## config.mk

```make
export PLATFORM = sky130hd
export DESIGN_NAME = y_buf_reader_flat
export DESIGN_NICKNAME = d
export VERILOG_FILES = /design/src/rtl/mlp_pkg.sv /design/src/rtl/y_buf_reader_if.sv /design/src/rtl/fp32_key_cmp.sv /design/src/rtl/y_buf_reader.sv /design/src/flat_wrapper.sv
export SDC_FILE = /design/constraint.sdc
export NUM_CORES = 1
export LEC_CHECK = 0
export BUFFER_PORTS_ARGS = -buffer_cell sky130_fd_sc_hd__buf_2
export CORE_MARGIN = 3
export CORE_UTILIZATION = 55
export CTS_CLUSTER_SIZE = 30
export DETAILED_ROUTE_END_ITERATION = 10
export PLACE_DENSITY = 0.78
export SYNTH_ARGS = -nofsm -noshare
export SYNTH_HDL_FRONTEND = slang
export SYNTH_SLANG_ARGS = --single-unit
```

## constraint.sdc

```tcl
create_clock -name clk -period 5.95 [get_ports clk]
set_input_delay 0.2975 -clock clk [delete_from_list [all_inputs] [get_ports clk]]
set_output_delay 0.2975 -clock clk [all_outputs]
set_load 0.02 [all_outputs]
```

## src/rtl/mlp_pkg.sv

```systemverilog
// Shared definitions for the output-buffer reader.
// Holds the reader FSM state encoding, the default per-word address step
// and the FP32 ordering-key function used by the argmax comparator.
package mlp_pkg;

  localparam int unsigned ADDR_STEP = 4;

  typedef enum logic [2:0] {
    ST_IDLE = 3'd0,
    ST_READ = 3'd1,
    ST_WAIT = 3'd2,
    ST_SEND = 3'd3,
    ST_DONE = 3'd4
  } state_t;

  // Maps an FP32 bit pattern to an unsigned key with the same total order:
  // negatives are inverted (larger magnitude -> smaller key), positives get
  // the sign bit set so they sit above every negative, and +0 lands above -0.
  function automatic logic [31:0] fp32_key(input logic [31:0] x);
    fp32_key = x[31] ? ~x : (x ^ 32'h8000_0000);
  endfunction

endpackage

```

## src/rtl/y_buf_reader_if.sv

```systemverilog
// Buffer read port and result stream of the output-buffer reader.
// master: the reader (drives buffer enable/address and the stream).
// slave : buffer + stream sink (drives read data and ready).
//   y_buf_en_o / y_buf_addr_o  buffer read enable and byte address
//   y_buf_data_i               buffer read data, one cycle after enable
//   m_valid_o / m_ready_i      stream handshake
//   m_data_o / m_last_o        stream word and last-word marker
interface y_buf_reader_if #(
  parameter int unsigned DATA_W = 32,
  parameter int unsigned ADDR_W = 6
);

  logic              y_buf_en_o;
  logic [ADDR_W-1:0] y_buf_addr_o;
  logic [DATA_W-1:0] y_buf_data_i;
  logic              m_valid_o;
  logic              m_ready_i;
  logic [DATA_W-1:0] m_data_o;
  logic              m_last_o;

  modport master (
    output y_buf_en_o, y_buf_addr_o, m_valid_o, m_data_o, m_last_o,
    input  y_buf_data_i, m_ready_i
  );

  modport slave (
    input  y_buf_en_o, y_buf_addr_o, m_valid_o, m_data_o, m_last_o,
    output y_buf_data_i, m_ready_i
  );

endinterface

```

## src/rtl/fp32_key_cmp.sv

```systemverilog
// Combinational FP32 "greater than" using the ordering key.
//   a, b   : FP32 bit patterns
//   a_gt_b : 1 when key(a) > key(b) as unsigned
module fp32_key_cmp
  import mlp_pkg::*;
(
  input  logic [31:0] a,
  input  logic [31:0] b,
  output logic        a_gt_b
);

  logic [31:0] w_key_a;
  logic [31:0] w_key_b;

  assign w_key_a = fp32_key(a);
  assign w_key_b = fp32_key(b);
  assign a_gt_b  = (w_key_a > w_key_b);

endmodule

```

## src/rtl/y_buf_reader.sv

```systemverilog
// Drains NUM_CLASS result words from the output buffer onto a valid/ready
// stream while tracking the argmax (lowest index wins ties).
//   clk, rst        : clock, synchronous active-high reset
//   start_i         : one-cycle pulse that starts a drain (ignored when busy)
//   busy_o, done_o  : drain in progress / one-cycle completion pulse
//   class_o         : argmax index, valid while class_valid_o is high
//   bus (master)    : buffer read port and output stream
module y_buf_reader #(
  parameter int unsigned Y_BUF_DATA_WIDTH = 32,
  parameter int unsigned Y_BUF_DEPTH      = 40,
  parameter int unsigned NUM_CLASS        = 10,
  parameter int unsigned ADDR_STEP        = mlp_pkg::ADDR_STEP
) (
  input  logic                         clk,
  input  logic                         rst,
  input  logic                         start_i,
  output logic                         busy_o,
  output logic                         done_o,
  output logic [$clog2(NUM_CLASS)-1:0] class_o,
  output logic                         class_valid_o,
  y_buf_reader_if.master               bus
);

  import mlp_pkg::state_t, mlp_pkg::ST_IDLE, mlp_pkg::ST_READ,
         mlp_pkg::ST_WAIT, mlp_pkg::ST_SEND, mlp_pkg::ST_DONE;

  localparam int unsigned ADDR_W = $clog2(Y_BUF_DEPTH);
  localparam int unsigned CLS_W  = $clog2(NUM_CLASS);
  localparam logic [CLS_W-1:0] LAST_IDX = CLS_W'(NUM_CLASS - 1);

  state_t r_state;
  state_t w_next_state;

  logic [CLS_W-1:0]            r_idx;
  logic [CLS_W-1:0]            w_next_idx;
  logic [ADDR_W-1:0]           w_next_addr;
  logic                        w_start_acc;
  logic                        w_hs;
  logic                        w_upd_best;
  logic                        w_a_gt_b;
  logic [31:0]                 w_rd_word;

  logic                        r_busy;
  logic                        r_done;
  logic                        r_en;
  logic [ADDR_W-1:0]           r_addr;
  logic                        r_valid;
  logic [Y_BUF_DATA_WIDTH-1:0] r_data;
  logic                        r_last;
  logic [CLS_W-1:0]            r_class;
  logic                        r_class_valid;
  logic [31:0]                 r_best;
  logic [CLS_W-1:0]            r_best_idx;

  assign w_rd_word = 32'(bus.y_buf_data_i);

  // Candidate word versus the best seen so far
  fp32_key_cmp u_cmp (
    .a      (w_rd_word),
    .b      (r_best),
    .a_gt_b (w_a_gt_b)
  );

  // State register
  always_ff @(posedge clk) begin
    if (rst) begin
      r_state <= ST_IDLE;
    end else begin
      r_state <= w_next_state;
    end
  end

  // Next state and per-cycle control
  always_comb begin
    w_next_state = r_state;
    w_start_acc  = 1'b0;
    w_hs         = 1'b0;
    w_upd_best   = 1'b0;
    unique case (r_state)
      ST_IDLE: begin
        if (start_i) begin
          w_start_acc  = 1'b1;
          w_next_state = ST_READ;
        end
      end
      ST_READ: w_next_state = ST_WAIT;
      ST_WAIT: begin
        // Word 0 seeds the search; later words need a strictly greater key
        w_upd_best   = (r_idx == '0) || w_a_gt_b;
        w_next_state = ST_SEND;
      end
      ST_SEND: begin
        if (bus.m_ready_i) begin
          w_hs         = 1'b1;
          w_next_state = (r_idx == LAST_IDX) ? ST_DONE : ST_READ;
        end
      end
      ST_DONE: w_next_state = ST_IDLE;
      default: w_next_state = ST_IDLE;
    endcase
  end

  always_comb begin
    w_next_idx = r_idx;
    if (w_start_acc) begin
      w_next_idx = '0;
    end else if (w_hs && (r_idx != LAST_IDX)) begin
      w_next_idx = r_idx + CLS_W'(1);
    end
  end

  assign w_next_addr = ADDR_W'(32'(w_next_idx) * ADDR_STEP);

  // Registered outputs are loaded from the next state so each one is
  // asserted for exactly the cycles the FSM spends in its state.
  always_ff @(posedge clk) begin
    if (rst) begin
      r_idx         <= '0;
      r_busy        <= 1'b0;
      r_done        <= 1'b0;
      r_en          <= 1'b0;
      r_addr        <= '0;
      r_valid       <= 1'b0;
      r_data        <= '0;
      r_last        <= 1'b0;
      r_class       <= '0;
      r_class_valid <= 1'b0;
      r_best        <= '0;
      r_best_idx    <= '0;
    end else begin
      r_idx   <= w_next_idx;
      r_busy  <= (w_next_state == ST_READ) || (w_next_state == ST_WAIT) ||
                 (w_next_state == ST_SEND);
      r_done  <= (w_next_state == ST_DONE);
      r_en    <= (w_next_state == ST_READ);
      r_addr  <= (w_next_state == ST_READ) ? w_next_addr : '0;
      r_valid <= (w_next_state == ST_SEND);
      r_last  <= (w_next_state == ST_SEND) && (w_next_idx == LAST_IDX);

      // Buffer data arrives one cycle after the read enable
      if (r_state == ST_WAIT) begin
        r_data <= bus.y_buf_data_i;
      end

      if (w_upd_best) begin
        r_best     <= w_rd_word;
        r_best_idx <= r_idx;
      end

      if (w_start_acc) begin
        r_class_valid <= 1'b0;
      end else if (w_next_state == ST_DONE) begin
        r_class       <= r_best_idx;
        r_class_valid <= 1'b1;
      end
    end
  end

  assign busy_o           = r_busy;
  assign done_o           = r_done;
  assign class_o          = r_class;
  assign class_valid_o    = r_class_valid;
  assign bus.y_buf_en_o   = r_en;
  assign bus.y_buf_addr_o = r_addr;
  assign bus.m_valid_o    = r_valid;
  assign bus.m_data_o     = r_data;
  assign bus.m_last_o     = r_last;

endmodule
```

## src/flat_wrapper.sv

```systemverilog
// flat-port wrapper written by rule: the top's interface ports become plain ports
module y_buf_reader_flat import mlp_pkg::state_t, mlp_pkg::ST_IDLE, mlp_pkg::ST_READ,
         mlp_pkg::ST_WAIT, mlp_pkg::ST_SEND, mlp_pkg::ST_DONE;
#(
  parameter int unsigned Y_BUF_DATA_WIDTH = 32,
  parameter int unsigned Y_BUF_DEPTH      = 40,
  parameter int unsigned NUM_CLASS        = 10,
  parameter int unsigned ADDR_STEP        = mlp_pkg::ADDR_STEP
)
  (clk, rst, start_i, busy_o, done_o, class_o, class_valid_o, bus_y_buf_en_o, bus_y_buf_addr_o, bus_m_valid_o, bus_m_data_o, bus_m_last_o, bus_y_buf_data_i, bus_m_ready_i);
  y_buf_reader_if bus_i ();
  input  logic clk;
  input  logic rst;
  input  logic start_i;
  output logic busy_o;
  output logic done_o;
  output logic [$clog2(NUM_CLASS)-1:0] class_o;
  output logic class_valid_o;
  output wire logic [$bits(bus_i.y_buf_en_o)-1:0] bus_y_buf_en_o;
  output wire logic [$bits(bus_i.y_buf_addr_o)-1:0] bus_y_buf_addr_o;
  output wire logic [$bits(bus_i.m_valid_o)-1:0] bus_m_valid_o;
  output wire logic [$bits(bus_i.m_data_o)-1:0] bus_m_data_o;
  output wire logic [$bits(bus_i.m_last_o)-1:0] bus_m_last_o;
  input wire logic [$bits(bus_i.y_buf_data_i)-1:0] bus_y_buf_data_i;
  input wire logic [$bits(bus_i.m_ready_i)-1:0] bus_m_ready_i;
  assign bus_y_buf_en_o = bus_i.y_buf_en_o;
  assign bus_y_buf_addr_o = bus_i.y_buf_addr_o;
  assign bus_m_valid_o = bus_i.m_valid_o;
  assign bus_m_data_o = bus_i.m_data_o;
  assign bus_m_last_o = bus_i.m_last_o;
  assign bus_i.y_buf_data_i = bus_y_buf_data_i;
  assign bus_i.m_ready_i = bus_m_ready_i;
  y_buf_reader #(.Y_BUF_DATA_WIDTH(Y_BUF_DATA_WIDTH), .Y_BUF_DEPTH(Y_BUF_DEPTH), .NUM_CLASS(NUM_CLASS), .ADDR_STEP(ADDR_STEP)) u_core (.clk(clk), .rst(rst), .start_i(start_i), .busy_o(busy_o), .done_o(done_o), .class_o(class_o), .class_valid_o(class_valid_o), .bus(bus_i));
endmodule
```

==> results of run 1 <==
==> layer usage <==
metal | wire length (um) | vias to the layer above | GRT usage (%) | part of all wire, %
li1 | - | 1891 | - | -
met1 | 4640 | 1757 | 25.0 | 47
met2 | 4770 | 70 | 35.1 | 48
met3 | 333 | 15 | 2.85 | 3.4
met4 | 148 | 0 | 6.94 | 1.5
met5 | 0 | - | 0 | 0
==> worst max path at each step <==
stage | end | slack, ps
global route | u_core.r_best[19] | 1660
CTS | u_core.r_best[19] | 1900
floorplan | u_core.r_best[0] | 3040
finish | u_core.r_best[19] | 1920
global placement | u_core.r_best[9] | 2020
detailed placement | u_core.r_best[19] | 1870
==> logic make-up after synthesis <==
family	synth area share [%]
compound gates	7.00
xor+xnor	11.7
fa+ha+maj	8.97
buf+inv	4.33
flops	36.5
mux	8.43
other cells	0.0768
simple gates	23.1
==> layout make-up <==
type,instances,area [sq um]
Fill cell,722,2970
Multi-Input combinational cell,410,2910
Sequential cell,89,1780
Timing Repair Buffer,84,428
Tap cell,105,131
Clock buffer,9,124
Clock inverter,7,70.1
Inverter,4,15.0
==> worst min-delay path, cell delays in order <==
cell and delay (ps):
buf_2 120, nand2_1 50, a21oi_1 50
==> power groups by stage <==
stage | combinational, mW | clock, mW | sequential, mW
2_1_floorplan | 0.232 | 0 | 0.676
3_3_place_gp | 0.304 | 0 | 0.664
3_5_place_dp | 0.317 | 0 | 0.666
4_1_cts | 0.320 | 0.420 | 0.652
5_1_grt | 0.354 | 0.445 | 0.656
6_report | 0.317 | 0.408 | 0.652
==> cells in the final DEF, fill, tap and decap left out, types with 5 or more instances in the layout <==
cell type  Yosys  final
clkbuf_8       0      9
nor2_1        17     17
mux2i_1       40     40
nand3_1        5      5
xnor2_1       33     33
nand2b_1      74     74
xor2_1        32     32
buf_2          1     81
nor3_1         6      6
a21oi_1       47     47
ha_1          35     35
nand2_1       80     80
dfxtp_1       89     88
==> flip-flops by register name, indices dropped and copies added (netlist names) <==
name                     cells
u_core.bus.m_data_o         32
u_core.r_best               32
u_core.bus.y_buf_addr_o      4
u_core.class_o               4
u_core.r_best_idx            4
u_core.r_idx                 4
u_core.r_state               3
u_core.bus.m_last_o          1
u_core.bus.m_valid_o         1
u_core.bus.y_buf_en_o        1
u_core.busy_o                1
u_core.class_valid_o         1
u_core.done_o                1
==> stage by stage <==
step | hold slack [ps] | cells
after floorplan | 434 | 538
after global placement | 438 | 692
after detailed placement | 444 | 692
after CTS | 181 | 708
after global routing | 187 | 708
final | 197 | 708
==> results.py, run 1 <==
metrics = {
    "run_status": {
        "status": "finished clean",
    },
    "timing": {
        "slew_headroom_pct": 25.5,
        "worst_slew_pin_slew_ps": 1110,
        "hold_viol_final": 0,
        "fin_skew_ps": 11.4,
        "max_freq_mhz": 248,
        "worst_slack_ps": 1920,
        "period_minus_slack_ps": 4030,
        "report.final.slew_viol_count": 0,
        "period_share_pct": 67.7,
        "setup_tns_ps": 0,
        "setup_violations": 0,
        "rsz0062_at_grt": "no",
    },
    "clock_tree": {
        "postCtsSetupBuffers": 0,
        "cts_root_buf": "clkbuf_8",
        "clkTransAtPathRegs_ps": 100,
        "clock-sinks": 89,
        "clk_path_buf_depth": 2,
        "cts_tree": "yes",
        "postCtsHoldBufs": 0,
        "cts_made_buffers": 9,
        "htreeDepth": 3,
        "insertion_delay_ps": 360,
        "cts.repair.resized": 0,
    },
    "grt": {
        "grt_pass1_vias": 3781,
        "antenna_found_initial": 0,
        "grt_usage_pct": 20.0,
        "grt_max_degree": 119,
        "overflow": 0,
        "grt_first_pass_wirelength_um": 16700,
    },
    "synthesis": {
        "synth.most_common_cell": "dfxtp_1",
        "synth_edf_count": 0,
        "ys_types": 44,
        "ys_ff_latch": 89,
        "syn_inst": 537,
        "yosys_most_used_dff": "dfxtp_1",
        "async_reset_ff_share_pct": 0,
        "yosysSeqAreaShare_pct": 36.5,
        "synth_area_leader_cell": "dfxtp_1",
        "ys_top_cells_by_area": "dfxtp_1 36%, nand2b_1 9.5%, ha_1 9.0%, mux2i_1 8.2%, nand2_1 6.1%",
        "syn_area_sq_um": 4880,
        "syn_area_per_cell_sq_um": 9.09,
        "synth_top_area_share_pct": 36.5,
        "synth_commonest_cells": "89 x dfxtp_1, 80 x nand2_1, 74 x nand2b_1, 47 x a21oi_1, 40 x mux2i_1",
        "yosys_warnings": 0,
    },
    "worst_setup_path": {
        "r2r_start": "u_core.r_best[31]",
        "cp_slowest_cell": "dfxtp_2",
        "crit_start": "u_core.r_best[31]",
        "cp_num_cells": 9,
        "crit_path_max_fanout": 33,
        "cp-end-kind": "register",
        "worst_ep_arrival_time_ps": 4310,
        "crit_family": "flip-flops",
        "max_stage_delay_ps": 970,
        "crit_type": "reg -> reg",
        "crit_chain": "xnor2_1, ha_1, nand4_1, nor4_4, and4_1, a211oi_2, a41oi_4, buf_4, mux2i_1",
        "r2r_slack_ps": 1920,
        "crit_buf_inv": 1,
        "worstSetupStartpointType": "register",
        "r2r-end": "u_core.r_best[19]",
        "required_ps": 6230,
        "ff2ff_path_depth": 9,
    },
    "run": {
        "drv_cap": 0,
    },
    "cells_and_area": {
        "synthToLayoutAreaGrowth_pct": 11.7,
        "nets": 669,
        "diodes": 0,
        "layout-drive-gt1-share_pct": 18.7,
        "fin_area_sq_um": 5460,
        "fin_util_pct": 64.8,
    },
    "power": {
        "p_int_mw": 0.927,
        "p_leak_nw": 2.40,
        "power_frac_comb_pct": 23.0,
        "pwr-share-seq_pct": 47.4,
        "p_switching_mw": 0.450,
        "p_clk_share_pct": 29.6,
        "powerDensity_nw_per_um2": 252,
        "ir_drop_uv": 141,
        "total_power_mw": 1.38,
        "netSwitchingFraction_pct": 32.7,
    },
    "drt": {
        "viasPerCell": 5.27,
        "vias": 3733,
        "first_pass_iters": 4,
        "drc": 0,
        "routed_wl_um": 9890,
        "wire_per_inst_um": 14.0,
        "detail-route-antenna-nets": 0,
        "drt_first_iter_violations": 108,
    },
    "worst_hold_path": {
        "hp-class": "in -> reg",
        "holdPathStages": 3,
        "hold_path.startpoint": "bus_y_buf_data_i[16]",
        "hold-path-endpoint": "u_core.bus.m_data_o[16]",
    },
    "place": {
        "dp_hpwl_um": 6910,
        "routabilityCongestion": 0.805,
        "dpl_cell_area_sq_um": 5260,
        "port_buffers": 81,
        "pre_cts_slack_ps": 1870,
    },
    "floorplanning": {
        "die_w_um": 100,
        "core_sq_um": 8420,
        "dieArea_sq_um": 10000,
        "initial_core_util_pct": 58.0,
        "rows": 33,
        "io_pins": 84,
        "die_h_um": 100,
    },
}
No activity file was read; power rests on OpenSTA's default activity.
==> run 2, diff against run 1 <==
==> constraint.sdc (replaced) <==
create_clock -name clk -period 4.2 [get_ports clk]
set_input_delay 0.21 -clock clk [delete_from_list [all_inputs] [get_ports clk]]
set_output_delay 0.21 -clock clk [all_outputs]
set_load 0.02 [all_outputs]
==> run 2 against run 1 <==
Die area unchanged. Final cell count increased by 0.85%. Combinational power grew 45%. First-iteration DRC count shrank 3.7%. Hold slack worse by 97 ps. Maximum frequency is 17% higher. Flip-flop and latch count stayed put. Critical path type unchanged. Critical endpoint is now u_core.r_best[23]. Largest cell class unchanged. Largest power group unchanged. Highest routed layer unchanged.
==> results.py, run 2 (synthesis results as in run 1) <==
metrics = {
    "run_status": {
        "status": "finished clean",
    },
    "timing": {
        "setup_violations": 0,
        "rsz0062_at_grt": "no",
        "period_share_pct": 82.1,
        "fin_skew_ps": 20.7,
        "hold_viol_final": 0,
        "setup_tns_ps": 0,
        "worst_slew_pin_slew_ps": 983,
        "report.final.slew_viol_count": 0,
        "slew_headroom_pct": 34.4,
        "period_minus_slack_ps": 3450,
        "holdWs_ps": 99.4,
        "max_freq_mhz": 290,
    },
    "worst_setup_path": {
        "worst_ep_arrival_time_ps": 3730,
        "cp-end-kind": "register",
        "crit_family": "simple AND/OR/NAND/NOR gates",
        "r2r-end": "u_core.r_best[23]",
        "crit_chain": "buf_4, xnor2_1, ha_1, nand4_2, nor4_4, and4_1, a211oi_2, a41oi_4, buf_4, mux2i_1",
        "worstSetupStartpointType": "register",
        "required_ps": 4480,
        "crit_start": "u_core.r_best[31]",
        "crit_top_cell": "buf_4",
        "crit_type": "reg -> reg",
        "cp_num_cells": 10,
        "r2r_start": "u_core.r_best[31]",
        "crit_path_max_fanout": 17,
        "max_stage_delay_ps": 620,
        "critical_path.endpoint": "u_core.r_best[23]",
        "cp_slowest_cell": "a41oi_4",
        "r2r_slack_ps": 750,
        "crit_buf_inv": 2,
        "ff2ff_path_depth": 10,
    },
    "drt": {
        "detail-route-antenna-nets": 0,
        "viasPerCell": 5.19,
        "wire_per_inst_um": 14.0,
        "drc": 0,
        "vias": 3707,
        "first_pass_iters": 4,
        "drt_first_iter_violations": 104,
        "routed_wl_um": 9970,
    },
    "floorplanning": {
        "io_pins": 84,
        "core_sq_um": 8420,
        "die_h_um": 100,
        "die_w_um": 100,
        "rows": 33,
        "initial_core_util_pct": 58.0,
        "dieArea_sq_um": 10000,
    },
    "clock_tree": {
        "postCtsSetupBuffers": 0,
        "insertion_delay_ps": 370,
        "postCtsHoldBufs": 0,
        "cts_made_buffers": 9,
        "clock-sinks": 89,
        "clkTransAtPathRegs_ps": 110,
        "cts_root_buf": "clkbuf_8",
        "cts_tree": "yes",
        "htreeDepth": 3,
        "clk_path_buf_depth": 2,
        "cts.repair.resized": 0,
    },
    "cells_and_area": {
        "layout.cells.most_common_list": "88 x dfxtp_1, 81 x buf_2, 80 x nand2_1",
        "synthToLayoutAreaGrowth_pct": 12.4,
        "multi_input_area_sq_um": 2910,
        "n_fill_cell": 705,
        "nets": 675,
        "final_common_cell": "dfxtp_1",
        "seqCellArea_sq_um": 1780,
        "diodes": 0,
        "layout-drive-gt1-share_pct": 19.5,
    },
    "run": {
        "drv_cap": 0,
    },
    "power": {
        "ir_drop_uv": 236,
        "p_leak_nw": 2.42,
        "p_int_mw": 1.31,
        "p_clk_share_pct": 28.7,
        "power_frac_comb_pct": 23.8,
        "p_switching_mw": 0.625,
        "netSwitchingFraction_pct": 32.3,
        "pwr-share-seq_pct": 47.5,
        "powerDensity_nw_per_um2": 352,
        "total_power_mw": 1.93,
    },
    "worst_hold_path": {
        "hp-class": "in -> reg",
        "hold_path.startpoint": "bus_y_buf_data_i[4]",
    },
    "grt": {
        "grt_usage_pct": 20.8,
        "overflow": 0,
        "grt_max_degree": 72,
        "grt_first_pass_wirelength_um": 17100,
        "antenna_found_initial": 0,
        "grt_pass1_vias": 3716,
    },
    "place": {
        "dp_hpwl_um": 7180,
        "port_buffers": 81,
        "routabilityCongestion": 0.825,
    },
}
[run 2: area by class of cell]
class	instances	area share [%]
Clock buffer	9	2.26
Clock inverter	7	1.03
Timing Repair Buffer	90	8.62
Inverter	4	0.274
Tap cell	105	2.39
Multi-Input combinational cell	410	52.9
Sequential cell	89	32.5
[run 2: worst min-delay path by stage]
stage | end | slack, ps | cells past startpoint
finish | u_core.bus.m_data_o[4] | 100 | 3
global route | u_core.bus.m_data_o[7] | 90 | 3
CTS | u_core.bus.m_data_o[6] | 90 | 3
detailed placement | u_core.bus.m_data_o[16] | 440 | 2
global placement | u_core.bus.m_data_o[11] | 440 | 2
floorplan | u_core.bus.m_data_o[0] | 350 | 2
[run 2: metal layers]
layer / global-route usage, % / vias to the layer above / wire length (um)
li1: - / 1907 / -
met1: 27.8 / 1716 / 4570
met2: 34.4 / 78 / 4890
met3: 3.34 / 6 / 434
met4: 6.74 / 0 / 79
met5: 0 / - / 0
[run 2: power groups by stage]
stage / logic (mW) / registers (mW) / clock network [mW]
floorplan: 0.328 / 0.957 / 0
global placement: 0.443 / 0.934 / 0
detailed placement: 0.461 / 0.937 / 0
CTS: 0.465 / 0.918 / 0.574
global route: 0.516 / 0.923 / 0.613
finish: 0.460 / 0.917 / 0.555
[run 2: worst min-delay path: stages]
cell     delay [ps]
buf_2           120
nand2_1          50
a21oi_1          50
[run 2: through the flow]
stage / util (%) / instance area (sq um) / instances / setup slack [ps]
after global placement: 63.0 / 5310 / 698 / 876
after CTS: 65.2 / 5490 / 714 / 734
after detailed placement: 63.0 / 5310 / 698 / 748
after global routing: 65.2 / 5490 / 714 / 507
final: 65.2 / 5490 / 714 / 752
after floorplan: - / 4890 / 538 / 1330
==> run 3, diff against run 2 <==
--- a/config.mk
+++ b/config.mk
@@ -7,10 +7,10 @@
 export LEC_CHECK = 0
 export BUFFER_PORTS_ARGS = -buffer_cell sky130_fd_sc_hd__buf_2
 export CORE_MARGIN = 3
-export CORE_UTILIZATION = 55
+export CORE_UTILIZATION = 51
 export CTS_CLUSTER_SIZE = 30
 export DETAILED_ROUTE_END_ITERATION = 10
-export PLACE_DENSITY = 0.78
+export PLACE_DENSITY = 0.76
 export SYNTH_ARGS = -nofsm -noshare
 export SYNTH_HDL_FRONTEND = slang
 export SYNTH_SLANG_ARGS = --single-unit
==> constraint.sdc (replaced) <==
create_clock -name clk -period 3 [get_ports clk]
set_input_delay 0.15 -clock clk [delete_from_list [all_inputs] [get_ports clk]]
set_output_delay 0.15 -clock clk [all_outputs]
set_load 0.02 [all_outputs]
==> run 3 against run 2 <==
Non-clock buffer count unchanged. Via count increased by 1.1%. First-iteration DRC count increased by 6.7%. Setup slack got worse by 500 ps. Clock-buffer cell count unchanged. Total power increased by 43%. Combinational power increased by 44%. Core utilization decreased by 5.2 points. Clock skew decreased by 8.1 ps. Largest cell class unchanged. Die area increased by 7.4%. Routed wire length increased by 1.8%. Global-route usage decreased by 1.9 points.
==> results.py, run 3 (synthesis results as in run 1) <==
metrics = {
    "place": {
        "port_buffers": 81,
        "dp_hpwl_um": 7140,
        "routabilityCongestion": 0.808,
    },
    "worst_setup_path": {
        "crit_type": "reg -> reg",
        "worst_ep_arrival_time_ps": 3040,
        "required_ps": 3290,
        "cp-end-kind": "register",
        "worstSetupStartpointType": "register",
        "crit_path_max_fanout": 25,
    },
    "run": {
        "drv_cap": 0,
    },
    "cells_and_area": {
        "layout.cells.most_common_list": "88 x dfxtp_1, 81 x buf_2, 80 x nand2_1",
        "seqCellArea_sq_um": 1780,
        "diodes": 0,
        "n_fill_cell": 854,
        "final_common_cell": "dfxtp_1",
        "nets": 675,
        "multi_input_area_sq_um": 2910,
        "synthToLayoutAreaGrowth_pct": 14.1,
        "layout-drive-gt1-share_pct": 19.5,
    },
    "clock_tree": {
        "cts.repair.resized": 0,
        "clock-sinks": 89,
        "postCtsSetupBuffers": 0,
        "clkTransAtPathRegs_ps": 100,
        "clk_path_buf_depth": 2,
        "cts_tree": "yes",
        "postCtsHoldBufs": 0,
        "insertion_delay_ps": 370,
        "cts_root_buf": "clkbuf_8",
        "cts_made_buffers": 9,
        "htreeDepth": 3,
    },
    "drt": {
        "drc": 0,
        "detail-route-antenna-nets": 0,
        "routed_wl_um": 10200,
        "wire_per_inst_um": 13.8,
        "drt_first_iter_violations": 111,
        "vias": 3747,
        "first_pass_iters": 4,
        "viasPerCell": 5.08,
    },
    "timing": {
        "fin_skew_ps": 12.6,
        "slew_headroom_pct": 49.1,
        "setup_tns_ps": 0,
        "period_share_pct": 91.5,
        "period_minus_slack_ps": 2750,
        "setup_violations": 0,
        "max_freq_mhz": 364,
        "report.final.slew_viol_count": 0,
        "holdWs_ps": 44.2,
        "rsz0062_at_grt": "no",
        "worst_slew_pin_slew_ps": 763,
        "hold_viol_final": 0,
    },
    "grt": {
        "grt_first_pass_wirelength_um": 17000,
        "grt_max_degree": 54,
        "grt_pass1_vias": 3658,
        "overflow": 0,
        "grt_usage_pct": 18.9,
        "antenna_found_initial": 0,
    },
    "worst_hold_path": {
        "hp-class": "in -> reg",
    },
    "run_status": {
        "status": "finished clean",
    },
    "floorplanning": {
        "initial_core_util_pct": 52.6,
        "die_w_um": 104,
        "io_pins": 84,
        "dieArea_sq_um": 10800,
        "rows": 35,
        "core_sq_um": 9280,
        "die_h_um": 104,
    },
    "power": {
        "powerDensity_nw_per_um2": 495,
        "ir_drop_uv": 289,
        "p_leak_nw": 2.44,
    },
}
==> run 3: worst paths after layout <==
| kind | start | to | slack (ps) | cells past startpoint |
|---|---|---|---|---|
| hold / removal | bus_y_buf_data_i[7] | u_core.bus.m_data_o[7] | 40 | 3 |
| hold reg to reg | u_core.bus.m_data_o[12] | u_core.bus.m_data_o[12] | 460 | 2 |
| setup reg to reg | u_core.r_best[31] | u_core.r_best[24] | 250 | 10 |
| setup / recovery | u_core.r_best[31] | u_core.r_best[24] | 250 | 10 |
==> run 3: area by class of cell <==
class / instances / area share (%)
clock inverter: 7 / 1.28
tap: 129 / 2.90
inverter: 4 / 0.270
clock buffer: 9 / 2.22
sequential: 89 / 32.0
timing repair buffer: 90 / 9.16
multi-input combinational: 410 / 52.2
==> run 3: routing by layer <==
metal | global-route usage, % | up-vias | wire [um]
li1 | - | 1909 | -
met4 | 5.98 | 0 | 126
met2 | 33.2 | 83 | 4980
met3 | 3.10 | 9 | 378
met5 | 0 | - | 0
met1 | 23.5 | 1746 | 4670
==> run 3: worst max-delay path, stage by stage, from the launching register on <==
cell and delay [ps]:
dfxtp_2 370, buf_12 210, xnor2_1 110, ha_1 320, nand4_1 220, nor4_4 390, and4_1 260, a211oi_2 60
a41oi_4 230, buf_4 270, mux2i_1 210
==> run 3: metrics by stage <==
stage	utilization, %	total power, mW	setup WS [ps]	cells	cell area [sq um]
after global routing	60.0	2.91	100	738	5570
final	60.0	2.76	254	738	5570
after detailed placement	57.9	1.96	299	722	5380
after floorplan	-	1.80	131	538	4890
after CTS	60.0	2.79	255	738	5570
after global placement	57.9	1.93	470	722	5380
==> run 3: power breakdown <==
group / internal, mW / switching, mW
Clock: 0.326 / 0.488
Sequential: 1.24 / 0.0379
Combinational: 0.281 / 0.380
